==> src/rtl/ysyx_25060170_ifu_if.sv <==
// ysyx_25060170_ifu_if: fetch-unit bus bundle (imem request/response, IDU hand-off, EXU redirect).
// master = IFU side, slave = environment side (imem + IDU + EXU).
interface ysyx_25060170_ifu_if;
    logic        imem_req_valid;
    logic        imem_req_ready;
    logic [31:0] imem_req_addr;
    logic        imem_rsp_valid;
    logic [31:0] imem_rsp_data;
    logic        imem_rsp_err;
    logic        inst_valid;
    logic        inst_ready;
    logic [31:0] inst;
    logic [31:0] inst_pc;
    logic        redirect_valid;
    logic [31:0] redirect_pc;
    logic        fetch_fault;

    modport master (
        output imem_req_valid, imem_req_addr, inst_valid, inst, inst_pc, fetch_fault,
        input  imem_req_ready, imem_rsp_valid, imem_rsp_data, imem_rsp_err,
               inst_ready, redirect_valid, redirect_pc
    );

    modport slave (
        input  imem_req_valid, imem_req_addr, inst_valid, inst, inst_pc, fetch_fault,
        output imem_req_ready, imem_rsp_valid, imem_rsp_data, imem_rsp_err,
               inst_ready, redirect_valid, redirect_pc
    );
endinterface

==> src/rtl/ysyx_25060170_ifu.sv <==
// ysyx_25060170_ifu: multi-cycle instruction fetch unit, one outstanding imem request.
// Optional build macro IFU_PERF_EN adds perf_fetch_cnt / perf_flush_cnt outputs.
module ysyx_25060170_ifu #(
    parameter logic [31:0] RESET_PC = 32'h8000_0000
) (
    input  logic                clk,
    input  logic                rst_n,
    ysyx_25060170_ifu_if.master bus
`ifdef IFU_PERF_EN
    ,
    output logic [31:0]         perf_fetch_cnt,
    output logic [31:0]         perf_flush_cnt
`endif
);
    localparam int unsigned XLEN = 32;

    localparam logic [2:0] S_IDLE = 3'd0;
    localparam logic [2:0] S_REQ  = 3'd1;
    localparam logic [2:0] S_WAIT = 3'd2;
    localparam logic [2:0] S_HOLD = 3'd3;
    localparam logic [2:0] S_HALT = 3'd4;

    logic [2:0]      state, state_nxt;
    logic [XLEN-1:0] pc, pc_nxt;
    logic [XLEN-1:0] inflight_pc, inflight_pc_nxt;
    logic [XLEN-1:0] inst_q, inst_nxt;
    logic [XLEN-1:0] inst_pc_q, inst_pc_nxt;
    logic            kill, kill_nxt;
    logic            fault_q, fault_nxt;
    logic            redirect_bad_c;
    logic            fetch_fire_c;

    // A misaligned redirect target is a fault; it is never issued to imem.
    assign redirect_bad_c = bus.redirect_valid && (bus.redirect_pc[1:0] != 2'b00);
    // IDU hand-off; a same-cycle redirect masks inst_valid so no handshake occurs.
    assign fetch_fire_c   = (state == S_HOLD) && !bus.redirect_valid && bus.inst_ready;

    assign bus.imem_req_valid = (state == S_REQ);
    assign bus.imem_req_addr  = pc;
    assign bus.inst_valid     = (state == S_HOLD) && !bus.redirect_valid;
    assign bus.inst           = inst_q;
    assign bus.inst_pc        = inst_pc_q;
    assign bus.fetch_fault    = fault_q;

    // State and datapath registers.
    always_ff @(posedge clk or negedge rst_n) begin
        if (!rst_n) begin
            state       <= S_IDLE;
            pc          <= RESET_PC;
            inflight_pc <= '0;
            inst_q      <= '0;
            inst_pc_q   <= '0;
            kill        <= 1'b0;
            fault_q     <= 1'b0;
        end else begin
            state       <= state_nxt;
            pc          <= pc_nxt;
            inflight_pc <= inflight_pc_nxt;
            inst_q      <= inst_nxt;
            inst_pc_q   <= inst_pc_nxt;
            kill        <= kill_nxt;
            fault_q     <= fault_nxt;
        end
    end

    // Next-state and datapath update.
    always_comb begin
        state_nxt       = state;
        pc_nxt          = pc;
        inflight_pc_nxt = inflight_pc;
        inst_nxt        = inst_q;
        inst_pc_nxt     = inst_pc_q;
        kill_nxt        = kill;
        fault_nxt       = fault_q;

        if (redirect_bad_c && (state != S_HALT)) begin
            fault_nxt = 1'b1;
            state_nxt = S_HALT;
        end else begin
            case (state)
                S_IDLE: state_nxt = S_REQ;
                S_REQ: begin
                    if (bus.imem_req_ready) begin
                        inflight_pc_nxt = pc;
                        kill_nxt        = bus.redirect_valid;
                        state_nxt       = S_WAIT;
                    end
                    if (bus.redirect_valid) begin
                        pc_nxt = bus.redirect_pc;
                    end
                end
                S_WAIT: begin
                    if (bus.imem_rsp_valid) begin
                        if (kill || bus.redirect_valid) begin
                            kill_nxt  = 1'b0;
                            state_nxt = S_REQ;
                            if (bus.redirect_valid) begin
                                pc_nxt = bus.redirect_pc;
                            end
                        end else if (bus.imem_rsp_err) begin
                            fault_nxt = 1'b1;
                            state_nxt = S_HALT;
                        end else begin
                            inst_nxt    = bus.imem_rsp_data;
                            inst_pc_nxt = inflight_pc;
                            state_nxt   = S_HOLD;
                        end
                    end else if (bus.redirect_valid) begin
                        pc_nxt   = bus.redirect_pc;
                        kill_nxt = 1'b1;
                    end
                end
                S_HOLD: begin
                    if (bus.redirect_valid) begin
                        pc_nxt    = bus.redirect_pc;
                        state_nxt = S_REQ;
                    end else if (fetch_fire_c) begin
                        pc_nxt    = pc + XLEN'(4);
                        state_nxt = S_REQ;
                    end
                end
                S_HALT:  state_nxt = S_HALT;
                default: state_nxt = S_HALT;
            endcase
        end
    end

`ifdef IFU_PERF_EN
    logic flush_c;
    assign flush_c = bus.redirect_valid && !redirect_bad_c &&
                     ((state == S_REQ) || (state == S_WAIT) || (state == S_HOLD));

    // Free-running performance counters, wrapping at 2^32.
    always_ff @(posedge clk or negedge rst_n) begin
        if (!rst_n) begin
            perf_fetch_cnt <= '0;
            perf_flush_cnt <= '0;
        end else begin
            if (fetch_fire_c) perf_fetch_cnt <= perf_fetch_cnt + 32'd1;
            if (flush_c)      perf_flush_cnt <= perf_flush_cnt + 32'd1;
        end
    end
`endif
endmodule
==> src/flat_wrapper.sv <==
// flat-port wrapper written by rule: the top's interface ports become plain ports
module ysyx_25060170_ifu_flat 
#(
    parameter logic [31:0] RESET_PC = 32'h8000_0000
)
  (clk, rst_n, bus_imem_req_valid, bus_imem_req_addr, bus_inst_valid, bus_inst, bus_inst_pc, bus_fetch_fault, bus_imem_req_ready, bus_imem_rsp_valid, bus_imem_rsp_data, bus_imem_rsp_err, bus_inst_ready, bus_redirect_valid, bus_redirect_pc);
  ysyx_25060170_ifu_if bus_i ();
  input  logic clk;
  input  logic rst_n;
  output wire logic [$bits(bus_i.imem_req_valid)-1:0] bus_imem_req_valid;
  output wire logic [$bits(bus_i.imem_req_addr)-1:0] bus_imem_req_addr;
  output wire logic [$bits(bus_i.inst_valid)-1:0] bus_inst_valid;
  output wire logic [$bits(bus_i.inst)-1:0] bus_inst;
  output wire logic [$bits(bus_i.inst_pc)-1:0] bus_inst_pc;
  output wire logic [$bits(bus_i.fetch_fault)-1:0] bus_fetch_fault;
  input wire logic [$bits(bus_i.imem_req_ready)-1:0] bus_imem_req_ready;
  input wire logic [$bits(bus_i.imem_rsp_valid)-1:0] bus_imem_rsp_valid;
  input wire logic [$bits(bus_i.imem_rsp_data)-1:0] bus_imem_rsp_data;
  input wire logic [$bits(bus_i.imem_rsp_err)-1:0] bus_imem_rsp_err;
  input wire logic [$bits(bus_i.inst_ready)-1:0] bus_inst_ready;
  input wire logic [$bits(bus_i.redirect_valid)-1:0] bus_redirect_valid;
  input wire logic [$bits(bus_i.redirect_pc)-1:0] bus_redirect_pc;
  assign bus_imem_req_valid = bus_i.imem_req_valid;
  assign bus_imem_req_addr = bus_i.imem_req_addr;
  assign bus_inst_valid = bus_i.inst_valid;
  assign bus_inst = bus_i.inst;
  assign bus_inst_pc = bus_i.inst_pc;
  assign bus_fetch_fault = bus_i.fetch_fault;
  assign bus_i.imem_req_ready = bus_imem_req_ready;
  assign bus_i.imem_rsp_valid = bus_imem_rsp_valid;
  assign bus_i.imem_rsp_data = bus_imem_rsp_data;
  assign bus_i.imem_rsp_err = bus_imem_rsp_err;
  assign bus_i.inst_ready = bus_inst_ready;
  assign bus_i.redirect_valid = bus_redirect_valid;
  assign bus_i.redirect_pc = bus_redirect_pc;
  ysyx_25060170_ifu #(.RESET_PC(RESET_PC)) u_core (.clk(clk), .rst_n(rst_n), .bus(bus_i));
endmodule
==> config.mk <==
export PLATFORM = sky130hd
export DESIGN_NAME = ysyx_25060170_ifu_flat
export DESIGN_NICKNAME = d
export VERILOG_FILES = /design/src/rtl/ysyx_25060170_ifu_if.sv /design/src/rtl/ysyx_25060170_ifu.sv /design/src/flat_wrapper.sv
export SDC_FILE = /design/constraint.sdc
export NUM_CORES = 1
export LEC_CHECK = 0
export ABC_CLOCK_PERIOD_IN_PS = 1800
export BUFFER_PORTS_ARGS = -buffer_cell sky130_fd_sc_hd__clkbuf_2
export CAP_MARGIN = 20
export CORE_MARGIN = 5
export CORE_UTILIZATION = 30
export DETAILED_ROUTE_END_ITERATION = 12
export PLACE_DENSITY = 0.57
export SLEW_MARGIN = 20
export SYNTH_ARGS = -nofsm -noshare
export SYNTH_HDL_FRONTEND = slang
export SYNTH_SLANG_ARGS = --single-unit
==> constraint.sdc <==
create_clock -name clk -period 1.8 [get_ports clk]
set_input_delay 0.09 -clock clk [delete_from_list [all_inputs] [get_ports clk]]
set_output_delay 0.09 -clock clk [all_outputs]
set_load 0.1 [all_outputs]
== Yosys cells after proc, flatten, opt, wreduce, memory -nomap -nowiden ==
Cells that the tools add are included.
Cells by class
  bitwise gates (word level): 3
  multiplexer cells: 24
  reductions and logical operators: 19
  add/sub/neg operators: 1
  equal/unequal tests: 12
Operator list (count)
  $mux 32: 5
  $pmux 32 s3: 1
  $add 32x3->32 const B: 1
  $mux 3: 7
  $pmux 3 s4: 1
  $reduce_and 5->1: 2
  $reduce_bool 2->1: 5
  $mux 1: 9
  $ne 3x2->1 const B: 3
  $reduce_and 4->1: 2
  $eq 3x2->1 const B: 2
  $ne 3x3->1 const B: 2
  $reduce_and 3->1: 2
  $logic_and 1x1->1: 4
  $ne 2x1->1 const B: 2
  $ne 4x3->1 const B: 1
  $eq 3x1->1 const B: 1
  $logic_not 3->1: 1
  $ne 3x1->1 const B: 1
  $not 1->1: 3
  $reduce_bool 3->1: 1
  $pmux 1 s2: 1
  $logic_not 1->1: 1
  $logic_or 1x1->1: 1
Word-level totals
  input bits: 71
  word-level logic and storage cells: 66
  flip-flop bits (word level): 133

== Logic depth before layout (Yosys ltp) ==
Gate-level depths: netlist (run 1).
  depth in word-level cells: 7
  mapped depth: 9
  mapped depth without buffers: 6

== Worst setup path before layout (run 1) ==
Ideal clock, no wire load.
  path type: reg-to-reg
  start point: register u_core.pc[2] (netlist: u_core.bus.imem_req_addr[2])
  end point: register u_core.pc[18] (netlist: u_core.bus.imem_req_addr[18])
  clock period less this slack: 2535 ps
  data arrival time: 2409 ps
  slack: -735 ps
  path buffers: 0
  cell stages (with the launch flop): 7
  cell sequence: dfrtp_1 -> ha_1 -> nand3_1 -> or2_2 -> nor2_1 -> a31oi_1 -> o22a_1
On the way
  cells in the longest elaborated chain, start to end: 4
RTL lines
  start, declared: line ysyx_25060170_ifu.sv:24  | logic [XLEN-1:0] pc, pc_nxt;
  start signal, assigned: line ysyx_25060170_ifu.sv:57  | pc <= pc_nxt;
  $add 32x3->32: line ysyx_25060170_ifu.sv:118  | pc_nxt = pc + XLEN'(4);
  $mux 32: line ysyx_25060170_ifu.sv:117  | end else if (fetch_fire_c) begin
  $mux 32: line ysyx_25060170_ifu.sv:114  | if (bus.redirect_valid) begin
  $pmux 32 s3: line ysyx_25060170_ifu.sv:80  | case (state)
No other way between the ends. The select of a mux whose other input is x is not followed.
A chain may end at the register's enable or synchronous reset.

== Worst setup path after layout (run 1) ==
  start point: register u_core.state[2]
  end point: register u_core.pc[27] (netlist: u_core.bus.imem_req_addr[27])
On the way
  cells in the longest elaborated chain, start to end: 5
  elaborated cells between the ends (all ways): 13
RTL lines
  start, declared: line ysyx_25060170_ifu.sv:23  | logic [2:0] state, state_nxt;
  start signal, assigned: line ysyx_25060170_ifu.sv:56  | state <= state_nxt;
  $eq 3x2->1: line ysyx_25060170_ifu.sv:36, ysyx_25060170_ifu.sv:80
  $logic_and 1x1->1 (2 in series): line ysyx_25060170_ifu.sv:36  | assign fetch_fire_c = (state == S_HOLD) && !bus.redirect_valid && bus.inst_ready;
  $ne 3x2->1 (no source line)
  $reduce_and 4->1 (no source line)
Several ways; a longest one is shown, not always the timed one.

==> results of run 1 <==
## worst register-to-register path: stages, from the launching register on
cell      delay [ns]
dfrtp_1         0.43
and4b_1         0.29
o211ai_1        0.10
buf_4           0.19
or3_2           0.41
o21ai_0         0.11
a311oi_2        0.07
## sequential cells by signal, indices dropped and copies added (netlist names)
| register | flops |
|---|---|
| u_core.bus.fetch_fault | 1 |
| u_core.bus.imem_req_addr | 32 |
| u_core.bus.inst | 32 |
| u_core.bus.inst_pc | 32 |
| u_core.inflight_pc | 32 |
| u_core.kill | 1 |
| u_core.state | 3 |
## per-stage QoR
stage | setup slack (ns) | TNS [ns]
after floorplan | -0.0924 | -0.189
after global placement | 0.0752 | 0
after detailed placement | 0.0154 | 0
after CTS | 0.00370 | 0
after global routing | -0.0237 | -0.0311
final | 0.0520 | 0
## cell type report
cell class,instances,area [sq um],area share
sequential,133,3410,0.396
antenna,1,2.50,0.000291
timing repair buffer,250,1750,0.203
inverter,6,25.0,0.00291
tap,265,332,0.0385
clock buffer,22,454,0.0527
clock inverter,10,130,0.0151
multi-input combinational,327,2510,0.292
## power by group
part / switching (W) / internal, W
sequential: 0.000214 / 0.00320
combinational: 0.00130 / 0.000372
clock: 0.00127 / 0.00220
## path summary, 6_finish.rpt
path | start | end | slack (ns) | depth (start not counted)
min in group asynchronous | rst_n | u_core.inflight_pc[14] | 0.07 | 2
hold / removal | bus_imem_rsp_valid | u_core.bus.fetch_fault | -0.007 | 3
setup reg to reg | u_core.state[2] | u_core.bus.imem_req_addr[27] | 0.05 | 6
max in group asynchronous | rst_n | u_core.bus.imem_req_addr[5] | 1.12 | 3
setup / recovery | u_core.state[2] | u_core.bus.imem_req_addr[27] | 0.05 | 6
hold reg to reg | u_core.bus.inst[13] | u_core.bus.inst[13] | 0.48 | 1
## metal layers
metal / track usage / wire length (um)
met5: 0 / 0
met4: 0.0539 / 400
met3: 0.0428 / 1210
met2: 0.245 / 8680
met1: 0.194 / 8020
## cells in the mapped netlist (2+ instances only)
cell type / number / area (sq um)
a21oi_1: 31 / 155
and4_2: 3 / 30.0
a32oi_1: 2 / 17.5
nand2b_1: 4 / 25.0
o22ai_1: 7 / 43.8
dfrtp_1: 132 / 3300
nor3_1: 10 / 50.1
nor2_1: 31 / 116
a31oi_1: 8 / 50.1
nand3_1: 22 / 110
nand3_2: 2 / 20.0
nor3_4: 2 / 32.5
nand2_1: 24 / 90.1
inv_1: 6 / 22.5
mux2_2: 91 / 1020
a2bb2oi_1: 5 / 43.8
o21ai_0: 23 / 115
o22a_1: 8 / 70.1
and3_1: 8 / 50.1
nand4_1: 7 / 43.8
mux2_1: 5 / 56.3
nor2b_1: 4 / 25.0
o2bb2ai_1: 2 / 17.5
buf_6: 8 / 90.1
buf_2: 13 / 65.1
clkbuf_1: 3 / 11.3
o21a_1: 4 / 30.0
and2_1: 3 / 18.8
## kinds of logic after synthesis
| family | Yosys count | synth area share |
|---|---|---|
| compound gates | 97 | 0.102 |
| simple gates | 132 | 0.122 |
| mux | 97 | 0.182 |
| fa+ha+maj | 1 | 0.00209 |
| buf+inv | 33 | 0.0359 |
| flops | 133 | 0.556 |
## timing repair
| item | CTS | global route |
|---|---|---|
| hold buffers | 41 | 0 |
| endpoints found under the hold margin | 173 | 0 |
| pin swaps | 0 | 4 |
| setup buffers | 0 | 4 |
| cloned | 0 | 5 |
| endpoints found under the setup margin | 1 | 77 |
| gates resized for setup | 1 | 12 |
==> run_results.csv, run 1 <==
group,metric,value,unit
status,status,"complete, but fails checks",
status,failed_checks,"negative hold slack",
layout,drive_gt1_frac,0.517,
synthesis,synth_seq_cells,133,
timing,setup_viol,0,
clocking,tritoncts,"built",
layout,finalInstanceArea,0.00861,sq mm
route,drt.antenna.violating_nets,0,
synthesis,avgSynthCellArea,12.2,sq um
hold_path,hold_path_class,"input port to register",
grt,grtUsageTotal,0.151,
timing,fin_skew,0.00721,ns
placed_design,gp_congestion,0.823,
synthesis,synth_ff_type,"dfrtp_1",
timing,final_max_slew_viol_count,0,
setup_path,critPathMaxFanout,4,
floorplan,rows,51,
setup_path,crit_family,"simple AND/OR/NAND/NOR gates",
placed_design,portBuffers,169,
timing,worst-slew-pin-transition,0.581,ns
floorplan,io_pins,170,
synthesis,syn-instance-count,493,
clocking,cts_buffers,17,
route,first_pass_iters,5,
placed_design,postPlaceCellArea,0.00743,sq mm
synthesis,synth_nets,565,
pwr,power,0.00855,W
timing,timing.fmax,572,MHz
clocking,worstSkewPairLatency,0.41,ns
synthesis,synth_enable_flop_cells,0,
layout,fin_nets,807,
synthesis,synthesis.area,0.00599,sq mm
grt,grt_pass1_wl,27.1,mm
timing,period_share,0.971,
placed_design,hpwl,12.4,mm
layout,area_growth,43.8,%
flow_run,cap_violations,0,
route,vias,5029,
setup_path,slowest_delay,0.43,ns
setup_path,start_kind,"register",
synthesis,synth_seq_area_share,0.556,
synthesis,synth_cell_type_count,53,
clocking,clock_path_buffers,2,
grt,grt_overflow,0,
clocking,cts_max_level,4,
timing,whs,-0.00678,ns
setup_path,crit_buf_inv,1,
grt,antenna_found_initial,1,
grt,grt_max_degree,67,
placed_design,post-place-cells,931,
layout,fillerInstances,1829,
route,drc,0,
floorplan,die_h,151,um
setup_path,end_kind,"register",
clocking,cts.sinks,133,
floorplan,start_util,0.306,
synthesis,async_flop_share,1.00,
synthesis,ys_warn_count,0,
setup_path,cp.arrival,2.02,ns
route,first_iter_violations,327,
timing,min_period,1.75,ns
pwr,power_leakage,4.24,nW
setup_path,path_cells,"and4b_1 > o211ai_1 > buf_4 > or3_2 > o21ai_0 > a311oi_2",
timing,relSlewSlack,0.614,
layout,fin_cells,1014,
setup_path,required,2.07,ns
clocking,cts_root_buf,"clkbuf_16",
setup_path,slowest_stage,"dfrtp_1",
pwr,vdd_ir_drop_max,0.669,mV
layout,final_cell_mix,"clkbuf_2 (166), dfrtp_1 (102), mux2_2 (91), dlygate4sd3_1 (41), a21oi_1 (31)",
floorplan,die_area,0.0229,sq mm
setup_path,path_class,"register to register",
route,routedWlPerCell,18.1,um
route,via_per_inst,4.96,
layout,final_common_cell,"clkbuf_2",
timing,hold_violations,1,
grt,grt_pass1_vias,5169,
floorplan,coreArea,0.0196,sq mm
clocking,clkTransAtPathRegs,0.06,ns
floorplan,dieWidth,151,um
layout,fin_util,0.440,
pwr,power_density,993,mW/mm^2
route,wirelength,18.3,mm
Note: power is estimated with default switching activity, not from simulation.
==> run 2: changes to the inputs <==
REMOVE_ABC_BUFFERS = 1   (was default)
==> run 2 against run 1 <==
The flow now finishes without violations; clock-buffer cell count up 5; wire length rose by 0.59%; final cell count rose by 2.1%; fmax fell by 1.5%; register-to-register slack lost 0.03 ns; worst hold slack gained 0.018 ns; sequential power is 4% lower; sequential share of layout area is 1.3 points lower; critical endpoint is now u_core.bus.imem_req_addr[17].
==> run_results.csv, run 2 (synthesis results as in run 1) <==
group,metric,value,unit
status,status,"finished, final reports clean",
pwr,vdd_ir_drop_max,0.667,mV
route,drc,0,
floorplan,rows,51,
pwr,power_density,961,mW/mm^2
grt,grt_pass1_vias,5175,
grt,grt_overflow,0,
layout,final_common_cell,"clkbuf_2",
timing,min_period,1.77,ns
grt,grt_max_degree,47,
clocking,tritoncts,"built",
setup_path,path_cells,"buf_6 > and4b_1 > o211ai_1 > buf_4 > buf_4 > nor3_2 > nor2_1 > and3_1",
layout,diodes,0,
floorplan,dieWidth,151,um
timing,worst-slew-pin-transition,0.570,ns
timing,hold_violations,0,
floorplan,coreArea,0.0196,sq mm
route,via_per_inst,4.89,
floorplan,die_h,151,um
floorplan,io_pins,170,
timing,setup_viol,0,
grt,antenna_found_initial,0,
timing,final_max_slew_viol_count,0,
placed_design,post-place-cells,955,
setup_path,end_kind,"register",
clocking,clkTransAtPathRegs,0.05,ns
setup_path,cpMostUsedCell,"buf_4",
setup_path,start_kind,"register",
timing,timing.fmax,564,MHz
route,first_pass_iters,4,
clocking,cts.sinks,133,
layout,drive_gt1_frac,0.499,
floorplan,die_area,0.0229,sq mm
floorplan,start_util,0.306,
route,vias,5060,
setup_path,slowest_stage,"dfrtp_1",
setup_path,required,2.10,ns
grt,grt_pass1_wl,27.5,mm
layout,final_cell_mix,"clkbuf_2 (166), dfrtp_1 (130), mux2_2 (91), buf_4 (48), dlygate4sd3_1 (43)",
clocking,cts_buffers,17,
timing,grt_setup_unrepaired,"true",
clocking,worstSkewPairLatency,0.42,ns
timing,fin_skew,0.00786,ns
layout,fin_util,0.444,
clocking,cts_root_buf,"clkbuf_16",
setup_path,critPathMaxFanout,7,
layout,fin_cells,1035,
flow_run,cap_violations,0,
hold_path,hold_path_class,"input port to register",
route,drt.antenna.violating_nets,0,
placed_design,hpwl,12.7,mm
timing,period_share,0.985,
setup_path,path_class,"register to register",
timing,relSlewSlack,0.622,
layout,area_growth,45.1,%
route,wirelength,18.4,mm
route,routedWlPerCell,17.8,um
grt,grtUsageTotal,0.155,
layout,fillerInstances,1854,
clocking,clock_path_buffers,2,
layout,fin_nets,832,
setup_path,slowest_delay,0.42,ns
clocking,cts_max_level,4,
pwr,power_leakage,4.40,nW
placed_design,portBuffers,169,
placed_design,gp_congestion,0.837,
route,first_iter_violations,227,
setup_path,cp.arrival,2.07,ns
run 2: cell count changes in the layout (fill, tap and decap cells not counted), moves of 3 or more:
cell / before / now
dfrtp_2: 13 / 2
buf_4: 27 / 48
dfrtp_1: 102 / 130
bufinv_16: 3 / 0
clkinv_2: 5 / 0
clkbuf_8: 1 / 7
dfrtp_4: 17 / 0
run 2: worst max-delay path, delay by kind of cell (launching register included):
family	cells	cell delay, ns
AND/OR/NAND/NOR	4	0.63
flip-flops	1	0.42
AO/OA/AOI/OAI	1	0.11
buffers and inverters	3	0.50
run 2: final timing paths:
path	endpoint	start	cells past startpoint	slack, ns
max	u_core.bus.imem_req_addr[17]	u_core.state[2]	8	0.03
min	u_core.state[2]	bus_imem_rsp_err	3	0.01
max reg2reg	u_core.bus.imem_req_addr[17]	u_core.state[2]	8	0.03
min reg2reg	u_core.bus.inst_pc[31]	u_core.bus.inst_pc[31]	1	0.49
max in group asynchronous	u_core.kill	rst_n	3	0.98
min in group asynchronous	u_core.bus.inst_pc[6]	rst_n	2	0.12
run 2: what timing repair did:
item,in CTS,in global routing
endpoints found under the setup margin,39,80
gates resized for setup,5,24
pin swaps,1,4
setup buffers,1,3
hold endpoints to repair,174,0
cloned,1,3
hold buffers,43,0
run 2: where the power goes:
| part | internal (W) | switching, W | leakage [nW] |
|---|---|---|---|
| clock network | 0.00200 | 0.00124 | 0.264 |
| logic | 0.000445 | 0.00139 | 2.32 |
| registers | 0.00315 | 0.000135 | 1.81 |
run 2: stage by stage:
step | hold WS [ns] | worst slack (ns) | area (sq um) | total power (W) | setup TNS (ns)
3_3_place_gp | -0.0253 | -0.161 | 7500 | 0.00507 | -1.46
6_report | 0.0113 | 0.0262 | 8690 | 0.00836 | 0
3_5_place_dp | -0.0114 | -0.119 | 7500 | 0.00510 | -1.04
2_1_floorplan | -0.206 | -1.28 | 5800 | 0.00450 | -73.29
5_1_grt | 0.0248 | -0.0417 | 8690 | 0.00869 | -0.118
4_1_cts | 0.00282 | 0.00646 | 8510 | 0.00845 | 0
run 2: area by class of cell:
type | instances | area [sq um] | share of cell area
inverter | 6 | 22.5 | 0.00259
clock inverter | 2 | 15.0 | 0.00173
clock buffer | 27 | 533 | 0.0613
sequential | 133 | 3330 | 0.383
tap | 265 | 332 | 0.0381
timing repair buffer | 275 | 1930 | 0.222
multi-input combinational | 327 | 2520 | 0.290
run 2: routing by layer:
metal,track usage,wire (um),vias up
met5,0,0,-
met4,0.0449,282,0
met3,0.0374,1090,18
met2,0.258,8860,172
met1,0.202,8180,2526
li1,-,-,2344
==> run 3: changes to the inputs <==
RECOVER_POWER = 100   (was default)
SKIP_CTS_REPAIR_TIMING = 1   (was default)
==> run 3 against run 2 <==
Critical path type unchanged; sequential power hardly changed; via count about the same; clock power barely moved; global-route usage fell by 0.61 points; clock skew up 0.0036 ns; worst setup slack gained 0.0047 ns; first-iteration DRC count rose by 22%; the run now ends with negative hold slack left; clock-buffer cell count stayed put; worst hold slack worse by 0.021 ns; highest routed layer unchanged; die area is the same; cell area fell by 1.1%.
==> run_results.csv, run 3 (synthesis results as in run 1) <==
group,metric,value,unit
timing,timing.fmax,565,MHz
grt,grt-busiest-layer,"met2",
layout,diodes,0,
floorplan,rows,51,
timing,setup_viol,0,
status,status,"complete, but fails checks",
status,failed_checks,"negative hold slack",
timing,min_period,1.77,ns
layout,fin_nets,834,
placed_design,portBuffers,169,
clocking,worstSkewPairLatency,0.42,ns
setup_path,rrSetupSlack,0.03,ns
route,wirelength,18.5,mm
grt,grt_pass1_vias,4943,
grt,antenna_found_initial,0,
layout,fillerInstances,1867,
floorplan,die_area,0.0229,sq mm
floorplan,die_h,151,um
setup_path,path_class,"register to register",
timing,relSlewSlack,0.499,
pwr,power_density,964,mW/mm^2
setup_path,worstSetupStartpoint,"u_core.state[2]",
route,first_iter_violations,278,
setup_path,r2r-end,"u_core.bus.imem_req_addr[27]",
layout,final_cell_mix,"clkbuf_2 (171), dfrtp_1 (130), mux2_2 (91), dlygate4sd3_1 (40)",
floorplan,dieWidth,151,um
setup_path,end_kind,"register",
clocking,clock_path_buffers,2,
timing,whs,-0.00941,ns
route,first_pass_iters,4,
timing,fin_skew,0.0114,ns
timing,grt_setup_unrepaired,"true",
setup_path,required,2.09,ns
setup_path,critPathMaxFanout,5,
grt,grt_overflow,0,
hold_path,hold_path_class,"input port to register",
clocking,cts_max_level,4,
grt,met1_usage,0.195,
setup_path,start_kind,"register",
layout,fin_util,0.439,
setup_path,cp-endpoint,"u_core.bus.imem_req_addr[27]",
timing,tns,0,ns
grt,grt_pass1_wl,26.4,mm
flow_run,cap_violations,0,
route,drc,0,
route,vias,5064,
clocking,cts_root_buf,"clkbuf_16",
placed_design,gp_congestion,0.837,
route,drt.antenna.violating_nets,0,
timing,hold_violations,2,
floorplan,io_pins,170,
floorplan,start_util,0.306,
pwr,power_leakage,4.33,nW
setup_path,reg2reg_depth,8,
timing,worst-slew-pin-transition,0.751,ns
grt,gr-usage-met2,0.244,
pwr,vdd_ir_drop_max,0.654,mV
grt,grtUsageTotal,0.149,
timing,period_share,0.983,
route,routedWlPerCell,17.9,um
layout,final_common_cell,"clkbuf_2",
clocking,cts.sinks,133,
floorplan,coreArea,0.0196,sq mm
clocking,cts_buffers,17,
grt,grtUsageMet3,0.0377,
layout,area_growth,43.4,%
setup_path,reg2reg_from,"u_core.state[2]",
timing,final_max_slew_viol_count,0,
route,via_per_inst,4.88,
clocking,clkTransAtPathRegs,0.05,ns
layout,drive_gt1_frac,0.479,
setup_path,cp.arrival,2.06,ns
clocking,tritoncts,"built",
grt,grt_max_degree,47,
placed_design,hpwl,12.7,mm
==> run 3: changes by cell type in the layout (fill, tap and decap cells not counted), moves of 2 or more <==
cell and change:
buf_6 +2, clkbuf_1 +17, buf_12 -2, dlygate4sd3_1 -3, clkbuf_4 +2, buf_4 -18, clkbuf_2 +5
==> run 3: routing by layer <==
metal  vias up  wire length [um]
li1       2356                 -
met1      2508              8380
met2       180              8860
met3        20              1040
met4         0               247
met5         -                 0
==> run 3: area by class of cell <==
cell class,instances,area (sq um),share of cell area
Timing Repair Buffer,277,1850,0.215
Clock buffer,27,533,0.0620
Clock inverter,2,15.0,0.00175
Tap cell,265,332,0.0386
Inverter,6,22.5,0.00262
Multi-Input combinational cell,327,2510,0.293
Sequential cell,133,3330,0.388
==> run 3: how the worst min path moves through the flow <==
| stage | from | end | slack (ns) | depth (start not counted) |
|---|---|---|---|---|
| 6_report | bus_redirect_pc[26] | u_core.bus.imem_req_addr[26] | -0.009 | 3 |
| 5_1_grt | bus_redirect_pc[7] | u_core.bus.imem_req_addr[7] | 0.0002 | 3 |
| 4_1_cts | rst_n | u_core.inflight_pc[4] | -0.46 | 1 |
| 3_5_place_dp | rst_n | u_core.inflight_pc[5] | -0.01 | 1 |
| 3_3_place_gp | rst_n | u_core.bus.inst_pc[5] | -0.03 | 1 |
| 2_1_floorplan | rst_n | u_core.bus.fetch_fault | -0.21 | 0 |
==> run 3: power breakdown <==
part           switching [W]  internal [W]  total [W]
Clock                0.00124       0.00200    0.00323
Combinational        0.00139      0.000376    0.00177
Sequential          0.000134       0.00315    0.00328
Total                0.00276       0.00552    0.00828
==> run 3: stage by stage <==
stage               setup slack (ns)  instances  hold slack (ns)  power [W]  area (sq um)
floorplan                      -1.28        466           -0.206    0.00450          5800
global placement              -0.161        955          -0.0253    0.00507          7500
detailed placement            -0.119        955          -0.0114    0.00510          7500
CTS                           -0.127        984           -0.459    0.00838          8050
global route                 -0.0301       1037         0.000237    0.00861          8590
finish                        0.0309       1037         -0.00941    0.00828          8590
==> run 3: critical path, stage by stage (launching register included) <==
cell      delay (ns)
dfrtp_1         0.40
buf_6           0.13
and4b_1         0.28
o211ai_1        0.11
buf_4           0.17
buf_6           0.12
or3_4           0.32
o21ai_2         0.07
a311oi_2        0.05
